<file path="config.mk">
export PLATFORM = sky130hd
export DESIGN_NAME = i2c_apb_sequencer
export DESIGN_NICKNAME = d
export VERILOG_FILES = /design/src/rtl/i2c_apb_sequencer.sv
export SDC_FILE = /design/constraint.sdc
export NUM_CORES = 1
export LEC_CHECK = 0
export ABC_CLOCK_PERIOD_IN_PS = 1800
export CAP_MARGIN = 30
export CORE_MARGIN = 1.5
export CORE_UTILIZATION = 49
export CTS_CLUSTER_SIZE = 14
export DETAILED_ROUTE_END_ITERATION = 7
export PLACE_DENSITY = 0.8
export SLEW_MARGIN = 10
export SYNTH_ARGS = -nofsm -noshare
export SYNTH_HDL_FRONTEND = slang
export SYNTH_SLANG_ARGS = --single-unit
</file>
<file path="constraint.sdc">
create_clock -name PCLK_i -period 1.8 [get_ports PCLK_i]
set_input_delay 0.54 -clock PCLK_i [delete_from_list [all_inputs] [get_ports PCLK_i]]
set_output_delay 0.54 -clock PCLK_i [all_outputs]
set_load 0.02 [all_outputs]
</file>
<file path="src/rtl/i2c_apb_sequencer.sv">
// i2c_apb_sequencer: APB master that drives one complete single-byte I2C
// transaction through the I2C register block (prescaler, address, data,
// start, status polling, optional receive fetch, command clear) and returns
// a one-cycle response to the host.
module i2c_apb_sequencer #(
   parameter logic [7:0] CMD_START = 8'h01,
   parameter logic [7:0] CMD_CLEAR = 8'h00,
   parameter int         DONE_BIT  = 0,
   parameter int         NACK_BIT  = 1,
   parameter int         MAX_POLLS = 255
) (
   input  logic       PCLK_i,
   input  logic       PRESET_N_i,
   input  logic       req_valid_i,
   output logic       req_ready_o,
   input  logic       req_rw_i,
   input  logic [6:0] req_addr_i,
   input  logic [7:0] req_wdata_i,
   input  logic [7:0] req_prescaler_i,
   output logic       rsp_valid_o,
   output logic [7:0] rsp_rdata_o,
   output logic [1:0] rsp_err_o,
   output logic       busy_o,
   output logic       PSEL_o,
   output logic       PENABLE_o,
   output logic       PWRITE_o,
   output logic [7:0] PADDR_o,
   output logic [7:0] PWDATA_o,
   input  logic [7:0] PRDATA_i,
   input  logic       PREADY_i
);

   localparam logic [7:0] LP_MAX_POLLS = 8'(MAX_POLLS);
   localparam logic [1:0] ERR_OK       = 2'b00;
   localparam logic [1:0] ERR_NACK     = 2'b01;
   localparam logic [1:0] ERR_TIMEOUT  = 2'b10;

   typedef enum logic [3:0] {
      S_IDLE, S_PRESC, S_ADDR, S_TX, S_START, S_POLL, S_RX, S_CLR, S_RESP
   } seq_t;

   typedef enum logic [1:0] {
      APB_IDLE, APB_SETUP, APB_ACCESS
   } apb_t;

   seq_t       r_seq, w_seq_nxt;
   apb_t       r_apb, w_apb_nxt;
   logic       r_rw;
   logic [6:0] r_addr;
   logic [7:0] r_wdata;
   logic [7:0] r_presc;
   logic [7:0] r_poll_cnt;
   logic [7:0] r_rdata;
   logic [1:0] r_err, w_err_nxt;

   logic       w_accept;
   logic       w_xfer_done;
   logic       w_st_done;
   logic       w_st_nack;
   logic [7:0] w_cnt_inc;

   // Poll counter increment that sticks at all-ones instead of wrapping.
   function automatic logic [7:0] sat_inc(input logic [7:0] v);
      return (v == 8'hFF) ? v : v + 8'd1;
   endfunction

   assign w_accept    = req_valid_i & (r_seq == S_IDLE);
   assign w_xfer_done = (r_apb == APB_ACCESS) & PREADY_i;
   assign w_st_done   = PRDATA_i[DONE_BIT];
   assign w_st_nack   = PRDATA_i[NACK_BIT];
   assign w_cnt_inc   = sat_inc(r_poll_cnt);

   // State registers plus captured request, poll counter and response data.
   always_ff @(posedge PCLK_i or negedge PRESET_N_i) begin
      if (!PRESET_N_i) begin
         r_seq      <= S_IDLE;
         r_apb      <= APB_IDLE;
         r_rw       <= 1'b0;
         r_addr     <= '0;
         r_wdata    <= '0;
         r_presc    <= '0;
         r_poll_cnt <= '0;
         r_rdata    <= '0;
         r_err      <= ERR_OK;
      end else begin
         r_seq <= w_seq_nxt;
         r_apb <= w_apb_nxt;
         if (w_accept) begin
            r_rw       <= req_rw_i;
            r_addr     <= req_addr_i;
            r_wdata    <= req_wdata_i;
            r_presc    <= req_prescaler_i;
            r_poll_cnt <= '0;
            r_rdata    <= '0;
            r_err      <= ERR_OK;
         end else begin
            r_err <= w_err_nxt;
            if (w_xfer_done && r_seq == S_START)
               r_poll_cnt <= '0;
            if (w_xfer_done && r_seq == S_POLL && !w_st_done && !w_st_nack)
               r_poll_cnt <= w_cnt_inc;
            if (w_xfer_done && r_seq == S_RX)
               r_rdata <= PRDATA_i;
         end
      end
   end

   // Sequence and APB phase next-state; each sequence step is one APB transfer.
   always_comb begin
      w_seq_nxt = r_seq;
      w_apb_nxt = r_apb;
      w_err_nxt = r_err;
      case (r_seq)
         S_IDLE:  if (w_accept) w_seq_nxt = S_PRESC;
         S_PRESC: if (w_xfer_done) w_seq_nxt = S_ADDR;
         S_ADDR:  if (w_xfer_done) w_seq_nxt = r_rw ? S_START : S_TX;
         S_TX:    if (w_xfer_done) w_seq_nxt = S_START;
         S_START: if (w_xfer_done) w_seq_nxt = S_POLL;
         S_POLL: begin
            if (w_xfer_done) begin
               if (w_st_done) begin
                  w_err_nxt = w_st_nack ? ERR_NACK : ERR_OK;
                  w_seq_nxt = (r_rw && !w_st_nack) ? S_RX : S_CLR;
               end else if (w_st_nack) begin
                  w_err_nxt = ERR_NACK;
                  w_seq_nxt = S_CLR;
               end else if (w_cnt_inc == LP_MAX_POLLS) begin
                  w_err_nxt = ERR_TIMEOUT;
                  w_seq_nxt = S_CLR;
               end
            end
         end
         S_RX:    if (w_xfer_done) w_seq_nxt = S_CLR;
         S_CLR:   if (w_xfer_done) w_seq_nxt = S_RESP;
         S_RESP:  w_seq_nxt = S_IDLE;
         default: w_seq_nxt = S_IDLE;
      endcase

      case (r_apb)
         APB_IDLE:   if (w_accept) w_apb_nxt = APB_SETUP;
         APB_SETUP:  w_apb_nxt = APB_ACCESS;
         APB_ACCESS: if (PREADY_i) w_apb_nxt = (w_seq_nxt == S_RESP) ? APB_IDLE : APB_SETUP;
         default:    w_apb_nxt = APB_IDLE;
      endcase
   end

   // APB address/data/direction decoded from the current sequence step.
   always_comb begin
      PWRITE_o = 1'b0;
      PADDR_o  = 8'h00;
      PWDATA_o = 8'h00;
      case (r_seq)
         S_PRESC: begin PWRITE_o = 1'b1; PADDR_o = 8'h00; PWDATA_o = r_presc;          end
         S_ADDR:  begin PWRITE_o = 1'b1; PADDR_o = 8'h04; PWDATA_o = {r_addr, r_rw};   end
         S_TX:    begin PWRITE_o = 1'b1; PADDR_o = 8'h02; PWDATA_o = r_wdata;          end
         S_START: begin PWRITE_o = 1'b1; PADDR_o = 8'h01; PWDATA_o = CMD_START;        end
         S_POLL:  begin PWRITE_o = 1'b0; PADDR_o = 8'h05;                              end
         S_RX:    begin PWRITE_o = 1'b0; PADDR_o = 8'h03;                              end
         S_CLR:   begin PWRITE_o = 1'b1; PADDR_o = 8'h01; PWDATA_o = CMD_CLEAR;        end
         default: begin PWRITE_o = 1'b0; PADDR_o = 8'h00; PWDATA_o = 8'h00;            end
      endcase
   end

   assign PSEL_o      = (r_apb != APB_IDLE);
   assign PENABLE_o   = (r_apb == APB_ACCESS);
   assign req_ready_o = (r_seq == S_IDLE);
   assign busy_o      = (r_seq != S_IDLE);
   assign rsp_valid_o = (r_seq == S_RESP);
   assign rsp_rdata_o = (r_seq == S_RESP) ? r_rdata : 8'h00;
   assign rsp_err_o   = (r_seq == S_RESP) ? r_err : 2'b00;

endmodule

</file>
### Yosys cells after proc, flatten, opt, wreduce, memory -nomap -nowiden

Index checks and enable logic that the tools add are counted.

* flip-flop bits (word level): 48
* input bits: 36
* output and inout bits: 32
* logic and storage cells: 84

* $add $sub $neg: 1
* equal/unequal tests: 15
* mux-type cells: 36
* bitwise operators: 2
* reductions and logical operators: 21

Operator list (number)
* $mux W8: 7
* $mux W4: 11
* $pmux W4 S8: 1
* $pmux W8 S4: 1
* $mux W2: 9
* $eq A4 B3 Y1 const B: 4
* $eq A8 B8 Y1 const B: 2
* $pmux W3 S5: 1
* $add A8 B1 Y8 const B: 1
* $eq A4 B2 Y1 const B: 2
* $eq A4 B4 Y1 const B: 2
* $reduce_bool A2 Y1: 4
* $reduce_bool A4 Y1: 2
* $logic_and A1 B1 Y1: 6
* $pmux W2 S3: 1
* $reduce_or A5 Y1: 1
* $eq A4 B1 Y1 const B: 1
* $logic_not A4 Y1: 1
* $mux W1: 4
* $mux W3: 1
* $reduce_and A3 Y1: 1
* $reduce_bool A3 Y1: 1
* $and A1 B1 Y1: 2
* $eq A2 B1 Y1 const B: 1
* 7 further kinds: 8

### Depth between registers and ports, before layout

Gate-level depths: netlist (run 1).

* word-level depth: 12
* depth in mapped cells: 8
* mapped depth without buffers: 6

### Least setup slack after synthesis (run 1)

OpenSTA, ideal clock, no wires.

* path kind: register to output
* start: reg r_seq[0]
* end: out PWRITE_o
* arrival time: 1.504 ns
* data required time: 1.260 ns
* slack: -0.244 ns
* cell stages (with the launch flop): 6
* path buffers: 3
* cell sequence: dfrtp_1 -> buf_2 -> buf_2 -> buf_2 -> nor3_1 -> a211oi_1

* longest elaborated chain between the ends: 3
* elaborated cells between the ends (all ways): 7
* those cells by class: 5 x eq/ne; 1 x mux; 1 x reduce/logical

RTL lines
* start: declaration: line 46 `seq_t r_seq, w_seq_nxt;`
* start signal: assignment: line 86 `r_seq <= w_seq_nxt;`
* $eq A4 B3 Y1, or another cell as far along: line 152 `case (r_seq)`
* $reduce_or A5 Y1 (no source line) *
* $mux W1 *: line 152
* end: declaration: line 26 `output logic PWRITE_o,`

Mark *: on every way between the ends. The rest lies on a longest branch, timed or not.

### Final worst setup path (run 1)

* start: reg r_seq[1]
* end: out PWDATA_o[0]

* longest elaborated chain between the ends: 2
* elaborated cells between the ends (all ways): 5
* those cells by class: 4 x eq/ne; 1 x mux

RTL lines
* $eq A4 B3 Y1, or another cell as far along: line 152
* $pmux W8 S4 *: line 152
* end: declaration: line 28 `output logic [7:0] PWDATA_o,`

Marked as above.

==> results of run 1 <==
per-layer routing:
layer,share of wire [%],up-vias,GRT usage [%]
met5,0,-,0
met4,2.4,0,8.55
met3,6.9,19,5.06
met2,52,127,44.6
met1,39,1300,32.0
li1,-,1303,-
synth_stat cells, types with 7 or more instances:
cell type | number | area [um2]
nand2_1 | 101 | 379
dfrtp_1 | 48 | 1200
nor2_1 | 26 | 97.6
a21oi_1 | 16 | 80.1
nand3_1 | 13 | 65.1
and2_1 | 10 | 62.6
a22oi_1 | 8 | 60.1
mux2_2 | 8 | 90.1
clkbuf_1 | 7 | 26.3
power groups by stage:
stage               sequential (uW)  clock, uW  combinational (uW)
floorplan                      1640          0                1550
global placement               1730          0                2460
detailed placement             1750          0                2510
CTS                            1750        920                2820
global route                   1810        970                3430
finish                         1760        919                3190
sequential cells by signal (all words and copies together), names as in the netlist:
name        count
r_addr          7
r_apb           2
r_err           2
r_poll_cnt      8
r_presc         8
r_rdata         8
r_rw            1
r_seq           4
r_wdata         8
cells by family (layout without fill, tap and decap cells):
| group | Yosys count | after routing | share of synthesized area, % |
|---|---|---|---|
| DFF | 48 | 48 | 43.8 |
| and+or+nand+nor | 183 | 183 | 31.3 |
| other | 1 | 5 | 0.137 |
| xor gates and xnor gates | 2 | 2 | 0.639 |
| adders and majority gates | 1 | 1 | 0.456 |
| muxes | 10 | 10 | 4.02 |
| AOI/OAI and AO/OA | 49 | 49 | 11.8 |
| buffers and inverters | 33 | 135 | 7.85 |
placed cells by master, fill, tap and decap left out, types with 6 or more instances in the layout:
cell             synthesis  layout
nand2_1                101      99
a21oi_2                  0       7
inv_1                    6       6
buf_4                    6      50
nor2_1                  26      21
a21oi_1                 16       9
dfrtp_1                 48      45
nand3_1                 13      13
buf_2                    6      10
clkdlybuf4s50_1          0      34
mux2_4                   0       6
and2_2                   0       9
buf_6                    6      16
per-stage QoR:
stage / hold WS [ns] / total power [uW] / setup TNS (ns) / worst slack, ns / cells
2_1_floorplan: 0.244 / 3190 / -0.0393 / -0.0260 / 331
3_3_place_gp: 0.457 / 4190 / -13.26 / -0.477 / 484
3_5_place_dp: 0.462 / 4260 / -14.01 / -0.526 / 484
4_1_cts: 0.215 / 5500 / -6.69 / -0.407 / 496
5_1_grt: 0.228 / 6210 / -15.50 / -0.464 / 505
6_report: 0.189 / 5870 / -10.85 / -0.422 / 505
worst max path at each step:
stage,start,endpoint,slack [ns],depth (start not counted)
after floorplan,r_seq[0],PWRITE_o,-0.03,5
after global placement,r_seq[1],PWDATA_o[0],-0.48,5
after detailed placement,r_seq[1],PWDATA_o[0],-0.53,5
after CTS,r_seq[1],PWDATA_o[0],-0.41,5
after global routing,r_seq[1],PWDATA_o[0],-0.46,5
final,r_seq[1],PWDATA_o[0],-0.42,5
cell type report:
type / count / area (um2)
fillers: 371 / 1320
clock inverters: 2 / 60.1
inverters: 7 / 28.8
multi-input cells: 250 / 1530
clock buffers: 5 / 68.8
flip-flops and latches: 48 / 1200
repair buffers: 121 / 1140
well taps: 72 / 90.1
what timing repair did:
action,4_1_cts,5_1_grt
buffers inserted,6,8
resized for setup,146,32
gates cloned,0,3
pin swaps,5,7
setup endpoints to repair,27,70
==> impl_results.md, run 1 <==
- CTS Buffer Depth: 2
- Min Tclk post-route: 2.22 ns
- Sw Share: 38.1%
- Grt total ovfl: 0
- Routed WL: between 7000 and 8000 um
- P_int: around 3600 uW
- Worst-case reg-to-reg path depth: 9
- RSZ-0062 raised after global routing: true
- Core area: 0.00544 mm2
- CP Data Required Time: 1.26 ns
- Gate Count Post-Synth: 327
- Die height: 77.8 um
- Starting Density: 50.4%
- Fmax: 450 MHz
- Initial antenna violation count: 0
- Clock power frac: between 15 and 20%
- Share of layout cells above drive strength 1: between 30% and 40%
- CTS H-tree lvls: 2
- Post-layout instance area: around 0.004 mm2
- Kind of critical path: reg2out
- Max Slew Vio Count: 0
- EDFF count, synth: 0
- R2R setup slack: -0.20 ns
- Diode count: 0
- Largest net degree at the start of global routing: 49
- Post-route DRC: 0
- Critical path arrival: 1.68 ns
- Seq/Total Area, Yosys: approximately 44%
- Top delay family on crit path: flip-flops
- Max Cap Viol: 0
- Fin util: 75.8%
- Drt first pass iters: 4
- Hold buffer count at cts: 0
- Post-synth cell types: 48
- Row cnt: 27
- Reg clk slew, reported paths: about 0.09 ns
- Logic gate share of total power: between 50% and 60%
- Seq cells post-synth: 48
- CP Launch Type: flop
- Iter 0 DRT Violations: 181
- Failing checks: setup timing
- Worst Hold Class: in2async
- Die width: 77.8 um
- Crit path buf inv count: 1
- Vias in the first global route: 2613
- CTS tree: done
- Async set-or-reset flop fraction in the synthesized netlist: 100%
- Layout Area Growth over Synthesis: 50.3%
- Slowest-stage cell, CP: dfrtp_2
- Final setup margin: -0.422 ns
- Die Area: approximately 0.0061 mm2
- Routed via count: 2749
- First-pass GRT wire length: 12300 um
- Leakage: between 0.0015 and 0.002 uW
- Post-DP Area: ~0.0037 mm2
- Final hold viol count: 0
- Worst path max stage delay: 0.49 ns
- Port-buffer cells: 62
- Synthesized area: 0.00274 mm2
- Final worst-path cycle share: 123%
- Worst-Skew Late Latency: 0.31 ns
- Syn_area_per_cell: 8.38 um2
- Maximum vdd drop: 0.00104 V
- Ports: slightly below 70
- Clk root buf: clkbuf_8
- Post-layout nets: 470
- Crit-path cells: mux2_4 -> a221o_1 -> o21ai_2 -> nor2_2 -> buf_6
- RR Endpoint: r_poll_cnt[0]
- Yosys warning total: 0
- Final GP Congestion: 0.904
- Cts bufs inserted: 5
- Clock sinks: 48
- Switching power: 2230 uW
- Status: finished with violations
- Via density: 5.44
- Power density over cell area: 1420 mW/mm2
- Reg2reg start: r_seq[1]
- Critical path endpoint category: primary output
- Sequential power share: 30.0%
- Total GRT Usage: 25.8%
- Clk_skew: 0.0133 ns
- Hpwl dp: 4960 um
- Top_reg_cell synth: dfrtp_1
- Final ANT Viol Nets: 0
- Routed len/inst: 15.7 um
- Final setup fails: 59
- Max FO, Critical Path: 7
No activity file was read; power rests on OpenSTA's default activity.
==> inputs of run 2 (changes only) <==
--- a/config.mk
+++ b/config.mk
@@ -12,6 +12,7 @@
 export CTS_CLUSTER_SIZE = 14
 export DETAILED_ROUTE_END_ITERATION = 7
 export PLACE_DENSITY = 0.8
+export SETUP_SLACK_MARGIN = 0.2
 export SLEW_MARGIN = 10
 export SYNTH_ARGS = -nofsm -noshare
 export SYNTH_HDL_FRONTEND = slang
==> impl_results.md, run 2 (synthesis results as in run 1) <==
- Post-route DRC: 0 (unchanged)
- Cts bufs inserted: 5 (unchanged)
- Largest net degree at the start of global routing: 49 (unchanged)
- Routed via count: 2854 (was 2749)
- Min Tclk post-route: 2.23 ns (was 2.22 ns)
- Via density: 5.53 (was 5.44)
- GRT met2 Usage: 48.0% (was 44.6%)
- Max Cap Viol: 0 (unchanged)
- Failing checks: setup timing (unchanged)
- Sw Share: 40.6% (was 38.1%)
- Die Area: 0.00605 mm2 (unchanged)
- Most common cell after layout, fill and taps aside: nand2_1 (unchanged)
- Switching power: 2530 uW (was 2230 uW)
- Clk root buf: clkbuf_8 (unchanged)
- Diode count: 0 (unchanged)
- Status: finished with violations (unchanged)
- Iter 0 DRT Violations: 132 (was 181)
- Drt first pass iters: 4 (unchanged)
- Die height: 77.8 um (unchanged)
- Routed len/inst: 16.9 um (was 15.7 um)
- Fmax: 448 MHz (was 450 MHz)
- Worst Hold Class: in2async (unchanged)
- Flip-flop and latch area: 0.00120 mm2 (unchanged)
- Hold buffer count at cts: 0 (unchanged)
- Total GRT Usage: 27.2% (was 25.8%)
- Reg2reg start: r_seq[3] (was r_seq[1])
- Vias in the first global route: 2790 (was 2613)
- CTS tree: done (unchanged)
- Final setup fails: 29 (was 59)
- CTS H-tree lvls: 2 (unchanged)
- Starting Density: 50.4% (unchanged)
- Sequential power share: 28.8% (was 30.0%)
- Setup crit start: r_seq[1] (unchanged)
- Area occupied by multi-input gates: 0.00169 mm2 (was 0.00153 mm2)
- Grt total ovfl: 0 (unchanged)
- Critical path arrival: 1.69 ns (was 1.68 ns)
- Leakage: 0.00205 uW (was 0.00199 uW)
- Die width: 77.8 um (unchanged)
- GRT busiest layer: met2 (unchanged)
- Port-buffer cells: 62 (unchanged)
- Layout Area Growth over Synthesis: 62.1% (was 50.3%)
- Post-layout instance area: 0.00444 mm2 (was 0.00412 mm2)
- RSZ-0062 raised after global routing: true (unchanged)
- CP Launch Type: flop (unchanged)
- Final setup margin: -0.434 ns (was -0.422 ns)
- Max FO, Critical Path: 6 (was 7)
- Final hold viol count: 0 (unchanged)
- Hpwl dp: 5310 um (was 4960 um)
- Dpl ws: -0.480 ns (was -0.526 ns)
- Share of layout cells above drive strength 1: 42.8% (was 35.3%)
- Worst-Skew Late Latency: 0.30 ns (was 0.31 ns)
- Max Slew Vio Count: 0 (unchanged)
- Post-DP Area: 0.00383 mm2 (was 0.00367 mm2)
- Post-layout nets: 480 (was 470)
- Clock sinks: 48 (unchanged)
- Logic gate share of total power: 58.6% (was 54.3%)
- Kind of critical path: reg2out (unchanged)
- Final worst-path cycle share: 124% (was 123%)
- Final ANT Viol Nets: 0 (unchanged)
- Final GP Congestion: 0.912 (was 0.904)
- Clock power frac: 12.7% (was 15.7%)
- Most frequent cells in the layout: 98 x nand2_1, 48 x buf_4, 45 x dfrtp_1 (was 99 x nand2_1, 50 x buf_4, 45 x dfrtp_1)
- Row cnt: 27 (unchanged)
- First-pass GRT wire length: 13000 um (was 12300 um)
- Core area: 0.00544 mm2 (unchanged)
- # fillers: 334 (was 371)
- Clk_skew: 0.00524 ns (was 0.0133 ns)
- Initial antenna violation count: 0 (unchanged)
- Critical path endpoint category: primary output (unchanged)
- Maximum vdd drop: 0.00119 V (was 0.00104 V)
- GR Util met1: 32.9% (was 32.0%)
- Power density over cell area: 1400 mW/mm2 (was 1420 mW/mm2)
- Reg clk slew, reported paths: 0.09 ns (about the same)
- Ports: 68 (unchanged)
- Total Power: 6240 uW (was 5870 uW)
- CP Data Required Time: 1.26 ns (about the same)
- Fin util: 81.7% (was 75.8%)
- P_int: 3700 uW (was 3630 uW)
- CTS Buffer Depth: 2 (unchanged)
- Routed WL: 8740 um (was 7910 um)
- Grt met3 use: 4.47% (was 5.06%)
[run 2: timing repair]
| action | in CTS | in global routing |
|---|---|---|
| gates cloned | 1 | 2 |
| gates resized for setup | 180 | 23 |
| buffers inserted | 9 | 7 |
| endpoints found under the hold margin | 0 | 0 |
| endpoints found under the setup margin | 72 | 72 |
| pin swaps | 26 | 13 |
[run 2: per-layer routing]
layer  vias to the layer above  part of all wire [%]
met3                        42                   4.7
met2                       129                    52
met5                         -                     0
met1                      1358                    39
met4                         0                   4.1
li1                       1325                     -
[run 2: cell type report]
cell class	instances	share of cell area (%)
clock buffer	5	1.55
multi-input combinational	250	38.0
tap	72	2.03
sequential	48	27.1
timing repair buffer	131	29.7
inverter	7	0.704
clock inverter	3	0.957
[run 2: power by group through the flow]
stage,registers (uW),clock network (uW),logic (uW)
after floorplan,1670,0,1890
after global placement,1740,0,2740
after detailed placement,1760,0,2830
after CTS,1770,799,3310
after global routing,1830,848,3850
final,1800,790,3650
[run 2: stage by stage]
stage                     TNS, ns  instances  hold WS, ns
after floorplan                 0        331        0.244
after global placement     -13.79        489        0.453
after detailed placement   -15.27        489        0.465
after CTS                   -8.03        507        0.220
after global routing       -11.08        516        0.227
final                       -8.42        516        0.212
[run 2: path summary, 6_finish.rpt]
check | endpoint | slack (ns) | depth (start not counted)
max | PWDATA_o[0] | -0.43 | 7
min | r_poll_cnt[3] | 0.21 | 2
max reg2reg | r_poll_cnt[0] | -0.07 | 10
min reg2reg | r_presc[2] | 0.49 | 2
max in group asynchronous | r_seq[1] | 1.34 | 2
min in group PCLK_i | r_presc[2] | 0.49 | 2
[run 2: critical path: stages, from the launching register on]
cell and delay [ns]:
dfrtp_2 0.48, buf_4 0.17, inv_4 0.06, nor2_4 0.04, a221o_1 0.38, o21ai_2 0.08
nor2_2 0.06, buf_6 0.12
